File: src/rtl/multicycle_processor.sv
// Multicycle ARM-subset core: one shared memory port, one ALU, and a main control FSM
// stepping each instruction through FETCH/DECODE/execute/writeback states.
module multicycle_processor #(
  parameter logic [31:0] RESET_PC  = 32'h0000_0000,
  parameter int          ENABLE_BL = 1,
  parameter int          STATE_W   = 4
) (
  input  logic               clk,
  input  logic               reset,
  input  logic [31:0]        MemRD,
  output logic [31:0]        MemAdr,
  output logic [31:0]        MemWD,
  output logic               MemWE,
  output logic               InstrDone,
  output logic [STATE_W-1:0] DBstate,
  input  logic [3:0]         DBtheReg,
  output logic [31:0]        DBtheRegVal
);

  typedef enum logic [3:0] {
    S_FETCH    = 4'd0,
    S_DECODE   = 4'd1,
    S_MEMADR   = 4'd2,
    S_MEMREAD  = 4'd3,
    S_MEMWB    = 4'd4,
    S_MEMWRITE = 4'd5,
    S_EXECUTER = 4'd6,
    S_EXECUTEI = 4'd7,
    S_ALUWB    = 4'd8,
    S_BRANCH   = 4'd9
  } state_t;

  localparam logic [1:0] ALU_ADD = 2'd0;
  localparam logic [1:0] ALU_SUB = 2'd1;
  localparam logic [1:0] ALU_AND = 2'd2;
  localparam logic [1:0] ALU_ORR = 2'd3;

  state_t      state_reg, state_next;
  logic [31:0] pc_reg, ir_reg, a_reg, wd_reg, aluout_reg, data_reg;
  logic [3:0]  nzcv_reg;

  // Instruction fields
  logic [3:0] cond, cmd, rn, rd, rm;
  logic [1:0] op;
  logic       ibit, sbit, ubit, lbit, link;
  assign cond = ir_reg[31:28];
  assign op   = ir_reg[27:26];
  assign ibit = ir_reg[25];
  assign cmd  = ir_reg[24:21];
  assign link = ir_reg[24];
  assign ubit = ir_reg[23];
  assign sbit = ir_reg[20];
  assign lbit = ir_reg[20];
  assign rn   = ir_reg[19:16];
  assign rd   = ir_reg[15:12];
  assign rm   = ir_reg[3:0];

  logic [31:0] pc_plus4;
  assign pc_plus4 = pc_reg + 32'd4;

  // Register file R0..R14; R15 reads are synthesised from the PC
  logic [31:0] rf_q [0:14];
  logic        rf_we;
  logic [3:0]  rf_wa;
  logic [31:0] rf_wd;

  generate
    for (genvar gi = 0; gi < 15; gi++) begin : gen_rf
      logic [31:0] r_reg;
      always_ff @(posedge clk) begin
        if (reset)
          r_reg <= 32'd0;
        else if (rf_we && rf_wa == 4'(gi))
          r_reg <= rf_wd;
      end
      assign rf_q[gi] = r_reg;
    end
  endgenerate

  logic [3:0]  ra2;
  logic [31:0] rd1, rd2;
  assign ra2 = (op == 2'b01) ? rd : rm;
  assign rd1 = (rn == 4'd15) ? pc_plus4 : rf_q[rn];
  assign rd2 = (ra2 == 4'd15) ? pc_plus4 : rf_q[ra2];
  assign DBtheRegVal = (DBtheReg == 4'd15) ? pc_reg : rf_q[DBtheReg];

  // Immediate forms
  logic [5:0]  rot;
  logic [31:0] imm8, rot_imm, imm12, br_off;
  assign rot     = {1'b0, ir_reg[11:8], 1'b0};
  assign imm8    = {24'd0, ir_reg[7:0]};
  assign rot_imm = (imm8 >> rot) | (imm8 << (6'd32 - rot));
  assign imm12   = {20'd0, ir_reg[11:0]};
  assign br_off  = {{6{ir_reg[23]}}, ir_reg[23:0], 2'b00};

  // DP command decode: only ADD/SUB/AND/ORR are executed
  logic       dp_ok;
  logic [1:0] dp_ctl;
  always_comb begin
    dp_ok  = 1'b1;
    dp_ctl = ALU_ADD;
    case (cmd)
      4'b0100: dp_ctl = ALU_ADD;
      4'b0010: dp_ctl = ALU_SUB;
      4'b0000: dp_ctl = ALU_AND;
      4'b1100: dp_ctl = ALU_ORR;
      default: dp_ok  = 1'b0;
    endcase
  end

  function automatic logic cond_pass(input logic [3:0] c, input logic [3:0] f);
    logic n, z, cy, v;
    {n, z, cy, v} = f;
    case (c)
      4'h0: return z;
      4'h1: return !z;
      4'h2: return cy;
      4'h3: return !cy;
      4'h4: return n;
      4'h5: return !n;
      4'h6: return v;
      4'h7: return !v;
      4'h8: return cy && !z;
      4'h9: return !cy || z;
      4'hA: return n == v;
      4'hB: return n != v;
      4'hC: return !z && (n == v);
      4'hD: return z || (n != v);
      4'hE: return 1'b1;
      default: return 1'b0;
    endcase
  endfunction

  // Shared ALU
  logic [31:0] alu_a, alu_b, alu_bx, alu_y;
  logic [1:0]  alu_ctl;
  logic [32:0] alu_sum;
  logic        alu_arith;
  logic [3:0]  alu_flags;
  always_comb begin
    alu_arith = (alu_ctl == ALU_ADD) || (alu_ctl == ALU_SUB);
    alu_bx    = (alu_ctl == ALU_SUB) ? ~alu_b : alu_b;
    alu_sum   = {1'b0, alu_a} + {1'b0, alu_bx} + {32'd0, (alu_ctl == ALU_SUB)};
    case (alu_ctl)
      ALU_AND: alu_y = alu_a & alu_b;
      ALU_ORR: alu_y = alu_a | alu_b;
      default: alu_y = alu_sum[31:0];
    endcase
    alu_flags = {alu_y[31], (alu_y == 32'd0), alu_arith & alu_sum[32],
                 alu_arith & ~(alu_a[31] ^ alu_bx[31]) & (alu_a[31] ^ alu_sum[31])};
  end

  // Control FSM: next state and datapath controls
  logic        ir_load, pc_load, ab_load, aluout_load, flags_load, data_load;
  logic        adr_sel_alu, we, done;
  logic [31:0] pc_next;
  always_comb begin
    state_next  = state_reg;
    ir_load     = 1'b0;
    pc_load     = 1'b0;
    pc_next     = pc_plus4;
    ab_load     = 1'b0;
    aluout_load = 1'b0;
    flags_load  = 1'b0;
    data_load   = 1'b0;
    rf_we       = 1'b0;
    rf_wa       = rd;
    rf_wd       = aluout_reg;
    alu_a       = a_reg;
    alu_b       = wd_reg;
    alu_ctl     = ALU_ADD;
    adr_sel_alu = 1'b0;
    we          = 1'b0;
    done        = 1'b0;
    case (state_reg)
      S_FETCH: begin
        ir_load    = 1'b1;
        pc_load    = 1'b1;
        state_next = S_DECODE;
      end
      S_DECODE: begin
        ab_load = 1'b1;
        if (!cond_pass(cond, nzcv_reg)) begin
          done       = 1'b1;
          state_next = S_FETCH;
        end else begin
          case (op)
            2'b01: state_next = S_MEMADR;
            2'b00: begin
              if (!dp_ok) begin
                done       = 1'b1;
                state_next = S_FETCH;
              end else begin
                state_next = ibit ? S_EXECUTEI : S_EXECUTER;
              end
            end
            2'b10: state_next = S_BRANCH;
            default: begin
              done       = 1'b1;
              state_next = S_FETCH;
            end
          endcase
        end
      end
      S_MEMADR: begin
        alu_b       = imm12;
        alu_ctl     = ubit ? ALU_ADD : ALU_SUB;
        aluout_load = 1'b1;
        state_next  = lbit ? S_MEMREAD : S_MEMWRITE;
      end
      S_MEMREAD: begin
        adr_sel_alu = 1'b1;
        data_load   = 1'b1;
        state_next  = S_MEMWB;
      end
      S_MEMWB: begin
        done = 1'b1;
        if (rd == 4'd15) begin
          pc_load = 1'b1;
          pc_next = data_reg;
        end else begin
          rf_we = 1'b1;
          rf_wd = data_reg;
        end
        state_next = S_FETCH;
      end
      S_MEMWRITE: begin
        adr_sel_alu = 1'b1;
        we          = 1'b1;
        done        = 1'b1;
        state_next  = S_FETCH;
      end
      S_EXECUTER, S_EXECUTEI: begin
        alu_b       = (state_reg == S_EXECUTEI) ? rot_imm : wd_reg;
        alu_ctl     = dp_ctl;
        aluout_load = 1'b1;
        flags_load  = sbit;
        state_next  = S_ALUWB;
      end
      S_ALUWB: begin
        done = 1'b1;
        if (rd == 4'd15) begin
          pc_load = 1'b1;
          pc_next = aluout_reg;
        end else begin
          rf_we = 1'b1;
        end
        state_next = S_FETCH;
      end
      S_BRANCH: begin
        alu_a   = pc_plus4;
        alu_b   = br_off;
        pc_load = 1'b1;
        pc_next = alu_y;
        // pc_reg already holds the instruction address + 4: the link value
        if (ENABLE_BL != 0 && link) begin
          rf_we = 1'b1;
          rf_wa = 4'd14;
          rf_wd = pc_reg;
        end
        done       = 1'b1;
        state_next = S_FETCH;
      end
      default: state_next = S_FETCH;
    endcase
  end

  always_ff @(posedge clk) begin
    if (reset) begin
      state_reg  <= S_FETCH;
      pc_reg     <= RESET_PC;
      ir_reg     <= 32'd0;
      nzcv_reg   <= 4'd0;
      a_reg      <= 32'd0;
      wd_reg     <= 32'd0;
      aluout_reg <= 32'd0;
      data_reg   <= 32'd0;
    end else begin
      state_reg <= state_next;
      if (ir_load)     ir_reg     <= MemRD;
      if (pc_load)     pc_reg     <= pc_next;
      if (ab_load)     a_reg      <= rd1;
      if (ab_load)     wd_reg     <= rd2;
      if (aluout_load) aluout_reg <= alu_y;
      if (flags_load)  nzcv_reg   <= alu_flags;
      if (data_load)   data_reg   <= MemRD;
    end
  end

  // Strobes are masked while reset is held so an abandoned store never writes
  assign MemAdr    = adr_sel_alu ? aluout_reg : pc_reg;
  assign MemWD     = wd_reg;
  assign MemWE     = we & ~reset;
  assign InstrDone = done & ~reset;
  assign DBstate   = STATE_W'(state_reg);

endmodule

File: config.mk
export PLATFORM = sky130hd
export DESIGN_NAME = multicycle_processor
export DESIGN_NICKNAME = d
export VERILOG_FILES = /design/src/rtl/multicycle_processor.sv
export SDC_FILE = /design/constraint.sdc
export NUM_CORES = 2
export LEC_CHECK = 0
export CORE_ASPECT_RATIO = 1.75
export CORE_MARGIN = 2
export CORE_UTILIZATION = 45
export DETAILED_ROUTE_END_ITERATION = 8
export PLACE_DENSITY = 0.68
export REMOVE_ABC_BUFFERS = 1
export SKIP_LAST_GASP = 1
export SYNTH_ARGS = -nofsm -noshare
export SYNTH_HDL_FRONTEND = slang
export SYNTH_SLANG_ARGS = --single-unit
File: constraint.sdc
create_clock -name clk -period 6.74 [get_ports clk]
set_input_delay 0.674 -clock clk [delete_from_list [all_inputs] [get_ports clk]]
set_output_delay 0.674 -clock clk [all_outputs]
set_load 0.01 [all_outputs]
======== Word-level counts from Yosys, hierarchy flattened ========
Cells that the tools add are included.
word-level totals
  register bits ........................... 680
  output and inout port bits .............. 102
cells by class
  equal/unequal tests ..................... 51
  multiplexer cells ....................... 55
  add/sub/neg operators ................... 4
  bitwise logic cells ..................... 16
  magnitude comparators ................... 3
  reductions and logical operators ........ 39
  shift-type cells ........................ 2
operators by type and width
  kind                   number
  $mux 32                17
  $bmux 32 s4            3
  $pmux 32 s3            2
  $pmux 32 s2            2
  $eq 4x4->1 const B     21
  $or 32x32->32          2
  $eq 4x3->1 const B     13
  $add 32x32->33         1
  $add 33x1->33          1
  $add 32x3->32 const B  1
  $and 32x32->32         1
  $logic_not 32->1       1
  $not 32->32            1
  $shl 8x6->32           1
  $shr 8x5->32           1
  $eq 4x2->1 const B     7
  $pmux 4 s5             1
  $logic_and 1x1->1      17
  $logic_not 4->1        4
  $mux 1                 16
  $mux 4                 4
  $ge 5x5->1 const B     3
  $not 4->5              3
  $pmux 1 s15            1
  20 further kinds       46

======== Longest topological paths before layout ========
  depth after elaboration ................. 11
  mapped depth ............................ 25
  mapped depth without buffers ............ 20

======== Least setup slack after synthesis ========
OpenSTA, ideal clock, no wires.
  path kind ............................... register -> register
  start ................................... reg state_reg[2] (netlist: DBstate[2])
  end ..................................... reg nzcv_reg[2]
  setup time .............................. 0.060 ns
  arrival ................................. 5.340 ns
  stages on the path, launching flop included .. 22
  setup slack ............................. 1.340 ns
  path buffers ............................ 6
  cells stage by stage .................... dfxtp_1 > nand4bb_1 > clkbuf_1 > buf_2 > clkbuf_1 > buf_1 > clkbuf_1 > clkbuf_1 > nor2_1 > nor2_1 > ha_1 > a21o_1 > o2bb2ai_1 > a2111oi_4 > a2111o_1 > a21oi_1 > nor4_1 > o2111ai_1 > or4_1 > nor4b_2 > nand4_1 > nand2_1
on the way
  longest elaborated chain between the ends .. 9
  elaborated cells between the ends (all ways) .. 21
ends and longest elaborated chain
  item                                               RTL line  source
  start: declaration                                 38        state_t state_reg, state_next;
  start signal: assignment                           279       state_reg <= state_next;
  $eq 4x3->1 (on tied branches)                      175, 234
  $reduce_or 2->1 / $mux 32 (equally long branches)  175, 234
  $pmux 2 s2 / $pmux 32 s3 (equally long branches)   175       case (state_reg)
  $eq 2x1->1 / $not 32->32 (equally long branches)   142, 143
  $mux 32                                            142       alu_bx = (alu_ctl == ALU_SUB) ? ~alu_b : alu_b;
  $add 32x32->33                                     143       alu_sum = {1'b0, alu_a} + {1'b0, alu_bx} + {32'd0, (alu_ctl == ALU_SUB)};
  $add 33x1->33                                      143
  $pmux 32 s2                                        144       case (alu_ctl)
  $logic_not 32->1                                   149       alu_flags = {alu_y[31], (alu_y == 32'd0), alu_arith & alu_sum[32],
  end signal: assignment                             285       if (flags_load) nzcv_reg <= alu_flags;
  end: declaration                                   40        logic [3:0] nzcv_reg;
Several ways; a longest one is shown, not always the timed one.
A chain may end at the register's enable or synchronous reset.

======== Final worst setup path ========
  start ................................... reg ir_reg[8]
  end ..................................... reg nzcv_reg[2]
on the way
  longest elaborated chain between the ends .. 11
  elaborated cells between the ends (all ways) .. 14
ends and longest elaborated chain
  item                      RTL line  source
  start: declaration        39        logic [31:0] pc_reg, ir_reg, a_reg, wd_reg, aluout_reg, data_reg;
  start signal: assignment  280       if (ir_load) ir_reg <= MemRD;
  $sub 6x5->6               92        assign rot_imm = (imm8 >> rot) | (imm8 << (6'd32 - rot));
  $shl 8x6->32              92
  $or 32x32->32             92
  $mux 32                   234       alu_b = (state_reg == S_EXECUTEI) ? rot_imm : wd_reg;
  $pmux 32 s3 *             175
  $not 32->32               142
  $mux 32                   142
  $add 32x32->33            143
  $add 33x1->33             143
  $pmux 32 s2 *             144
  $logic_not 32->1 *        149
Mark *: on every way between the ends. The rest lies on a longest branch, timed or not.

==> results.json <==
{
  "coreArea_um2": 94100,
  "area_growth_pct": 11.5,
  "overflow": 0,
  "peakVddDrop_mv": 0.208,
  "setup_viol": 0,
  "num_vias": 41900,
  "leakage_nw": 15.3,
  "max_freq_ghz": 0.156,
  "initial_core_util": 0.453,
  "cp.arrival_ns": 7.04,
  "seq_area_frac_synth": 0.319,
  "tns_ns": 0,
  "cap_violations": 1,
  "crit_chain": "clkinv_1, ha_1, mux2_2, mux2i_1, nor3_1, a211oi_1, xnor2_1, ha_1, a21oi_1, o2bb2ai_1, a2111oi_4, a211o_1, a21boi_0, o311ai_1, o2111ai_1, or4_1, nor4b_2, nand4_1, nand2_1",
  "worst_pin_slew_ns": 1.63,
  "critPathCaptureType": "register",
  "power_density_nw_per_um2": 218,
  "seqCellArea_um2": 13600,
  "grt.total_usage": 0.403,
  "period_minus_slack_ns": 6.42,
  "cpMostUsedCell": "ha_1",
  "fin_nets": 4721,
  "netlist_instances": 4755,
  "hold_class": "register to register",
  "final_util": 0.505,
  "grt_antenna_before_repair": 11,
  "final_area_um2": 47600,
  "ys_dominant_reg_cell": "dfxtp_1",
  "fin_skew_ns": 0.0256,
  "rsz0062_at_grt": "no",
  "postSynthAreaPerCell_um2": 8.97,
  "row_count": 149,
  "final_cell_mix": "nor2_1, dfxtp_1, a211oi_1",
  "preCtsSetupSlack_ns": 0.287,
  "cts.sinks": 680,
  "ctsResizeCount": 0,
  "wl_per_cell_um": 33.8,
  "gp_congestion": 1.12,
  "netSwitchingFraction": 0.332,
  "cts_buffers": 59,
  "root_buffer": "clkbuf_16",
  "synth_top_area_share": 0.319,
  "synth_area_leaders": "dfxtp_1, mux4_2, a211oi_1",
  "holdBufCountCts": 0,
  "required_ns": 7.35,
  "fin_crit_sh": 0.953,
  "wl_met1_mm": 65.6,
  "top_layer_used": "met5",
  "wl_met3_mm": 24.7,
  "wl_met2_mm": 87.8,
  "synth_seq_cells": 680,
  "maxSlewViolCount": 5,
  "h-tree-depth": 2,
  "path_class": "register to register",
  "final-hold-violation-count": 0,
  "cts_setup_buffers": 0,
  "die_area_um2": 97300,
  "placedInstanceArea_um2": 45400,
  "grt_pass1_vias": 39800,
  "cp_slowest_cell": "ha_1",
  "cts_tree": "built",
  "synth_top_cell_by_area": "dfxtp_1",
  "dieHeight_um": 411,
  "dr.pass1.iters": 6,
  "outcome": "finished, violations left",
  "drive_gt1_frac": 0.169,
  "pwr-share-seq": 0.418,
  "clockBufferDepth": 3,
  "dp_hpwl_mm": 134,
  "yosysWarningCount": 0,
  "layout_commonest_cell": "nor2_1",
  "fillers": 8650,
  "largest_register_ffs": 480,
  "path_clk_slew_ns": 0.08,
  "ant_nets": 0,
  "die_w_um": 237,
  "clock_latency_ns": 0.67,
  "drt_iter0_markers": 6212,
  "cp_max_fo": 12,
  "drc": 0,
  "synthesis.area_um2": 42600,
  "finalPower_w": 0.0103,
  "slowest_delay_ns": 0.62,
  "grt_start_max_net_pins": 169,
  "violations": "max-capacitance violations, max-slew violations",
  "synthArstFlopShare": 0,
  "grt_pass1_wl_mm": 286,
  "routed_wirelength_mm": 200,
  "fin_ws_ns": 0.315,
  "via_per_inst": 7.09,
  "combinationalPowerShare": 0.212,
  "synthDistinctLibCells": 99,
  "cp-start-kind": "register",
  "synth_edf_count": 0,
  "pwr-share-clk": 0.370,
  "power.internal_w": 0.00691,
  "max_slew_margin": -0.0878,
  "portBuffers": 139,
  "p_switching_w": 0.00344,
  "multiInputGateArea_um2": 27300,
  "ios": 140
}
-- final cells by class --
type,count,area share
tap,1208,0.0318
sequential,680,0.287
clock buffer,81,0.0358
inverter,31,0.00245
timing repair buffer,329,0.0611
clock inverter,31,0.00905
multi-input combinational,3545,0.573
antenna,3,0.000158
-- through the flow --
stage          hold WS (ns)  cells
3_5_place_dp          0.445   5793
5_1_grt               0.477   5905
3_3_place_gp          0.445   5793
2_1_floorplan         0.426   4256
4_1_cts               0.447   5905
6_report              0.457   5908
-- layer usage --
| metal | up-vias | track usage |
|---|---|---|
| met5 | - | 0 |
| met1 | 20000 | 0.456 |
| met3 | 1030 | 0.115 |
| met2 | 3165 | 0.624 |
| met4 | 12 | 0.349 |
| li1 | 17700 | - |
-- cell families (layout without fill, tap and decap cells) --
kind of cell	after synthesis	after routing	share of synthesized area
other	0	3	0
XOR/XNOR	82	82	0.0168
AO/OA/AOI/OAI	1413	1413	0.226
AND/OR/NAND/NOR	1486	1486	0.149
flip-flops	680	680	0.319
multiplexers	519	519	0.228
buffers and inverters	530	472	0.0484
adder cells (fa/ha/maj)	45	45	0.0129
-- Yosys cell counts (10+ instances only) --
library cell and instances:
a211oi_1 557, a21o_1 41, a21oi_1 288, a221oi_1 19
a22o_1 36, a22oi_1 30, a311oi_1 15, a31oi_1 18
and2_1 15, and3_1 13, buf_1 45, buf_2 31
clkbuf_1 416, dfxtp_1 680, ha_1 36, inv_1 28
mux2_2 64, mux2i_1 101, mux4_2 354, nand2_1 432
nand2b_1 15, nand3_1 70, nand3b_1 10, nand4_1 25
nor2_1 740, nor2b_1 16, nor3_1 80, nor4_1 12
o211ai_1 34, o21a_1 25, o21ai_0 193, o221ai_1 21
o22a_1 17, o22ai_1 23, xnor2_1 57, xor2_1 25
-- critical path: cells and delay by family, from the launching register on --
kind | cells | cell delay [ns]
AO/OA/AOI/OAI | 8 | 2.44
AND/OR/NAND/NOR | 5 | 1.31
adder cells (fa/ha/maj) | 2 | 1.04
multiplexers | 2 | 0.79
flip-flops | 1 | 0.37
buffers and inverters | 1 | 0.23
XOR/XNOR | 1 | 0.19
-- power by group through the flow --
stage	Clock [W]	Sequential (W)	Combinational, W
final	0.00383	0.00432	0.00220
after global placement	0	0.00439	0.00208
after global routing	0.00396	0.00432	0.00225
after CTS	0.00383	0.00430	0.00209
after floorplan	0	0.00436	0.00107
after detailed placement	0	0.00439	0.00208
-- path summary, 6_finish.rpt --
path | slack (ns) | depth (start not counted) | from | endpoint
min reg2reg | 0.46 | 2 | a_reg[19]$_SDFFE_PP0P_ | a_reg[19]$_SDFFE_PP0P_
max | 0.32 | 19 | ir_reg[8]$_SDFFE_PP0P_ | nzcv_reg[2]$_SDFFE_PP0P_
max reg2reg | 0.32 | 19 | ir_reg[8]$_SDFFE_PP0P_ | nzcv_reg[2]$_SDFFE_PP0P_
min | 0.46 | 2 | a_reg[19]$_SDFFE_PP0P_ | a_reg[19]$_SDFFE_PP0P_
(Power assumes the default switching activity.)
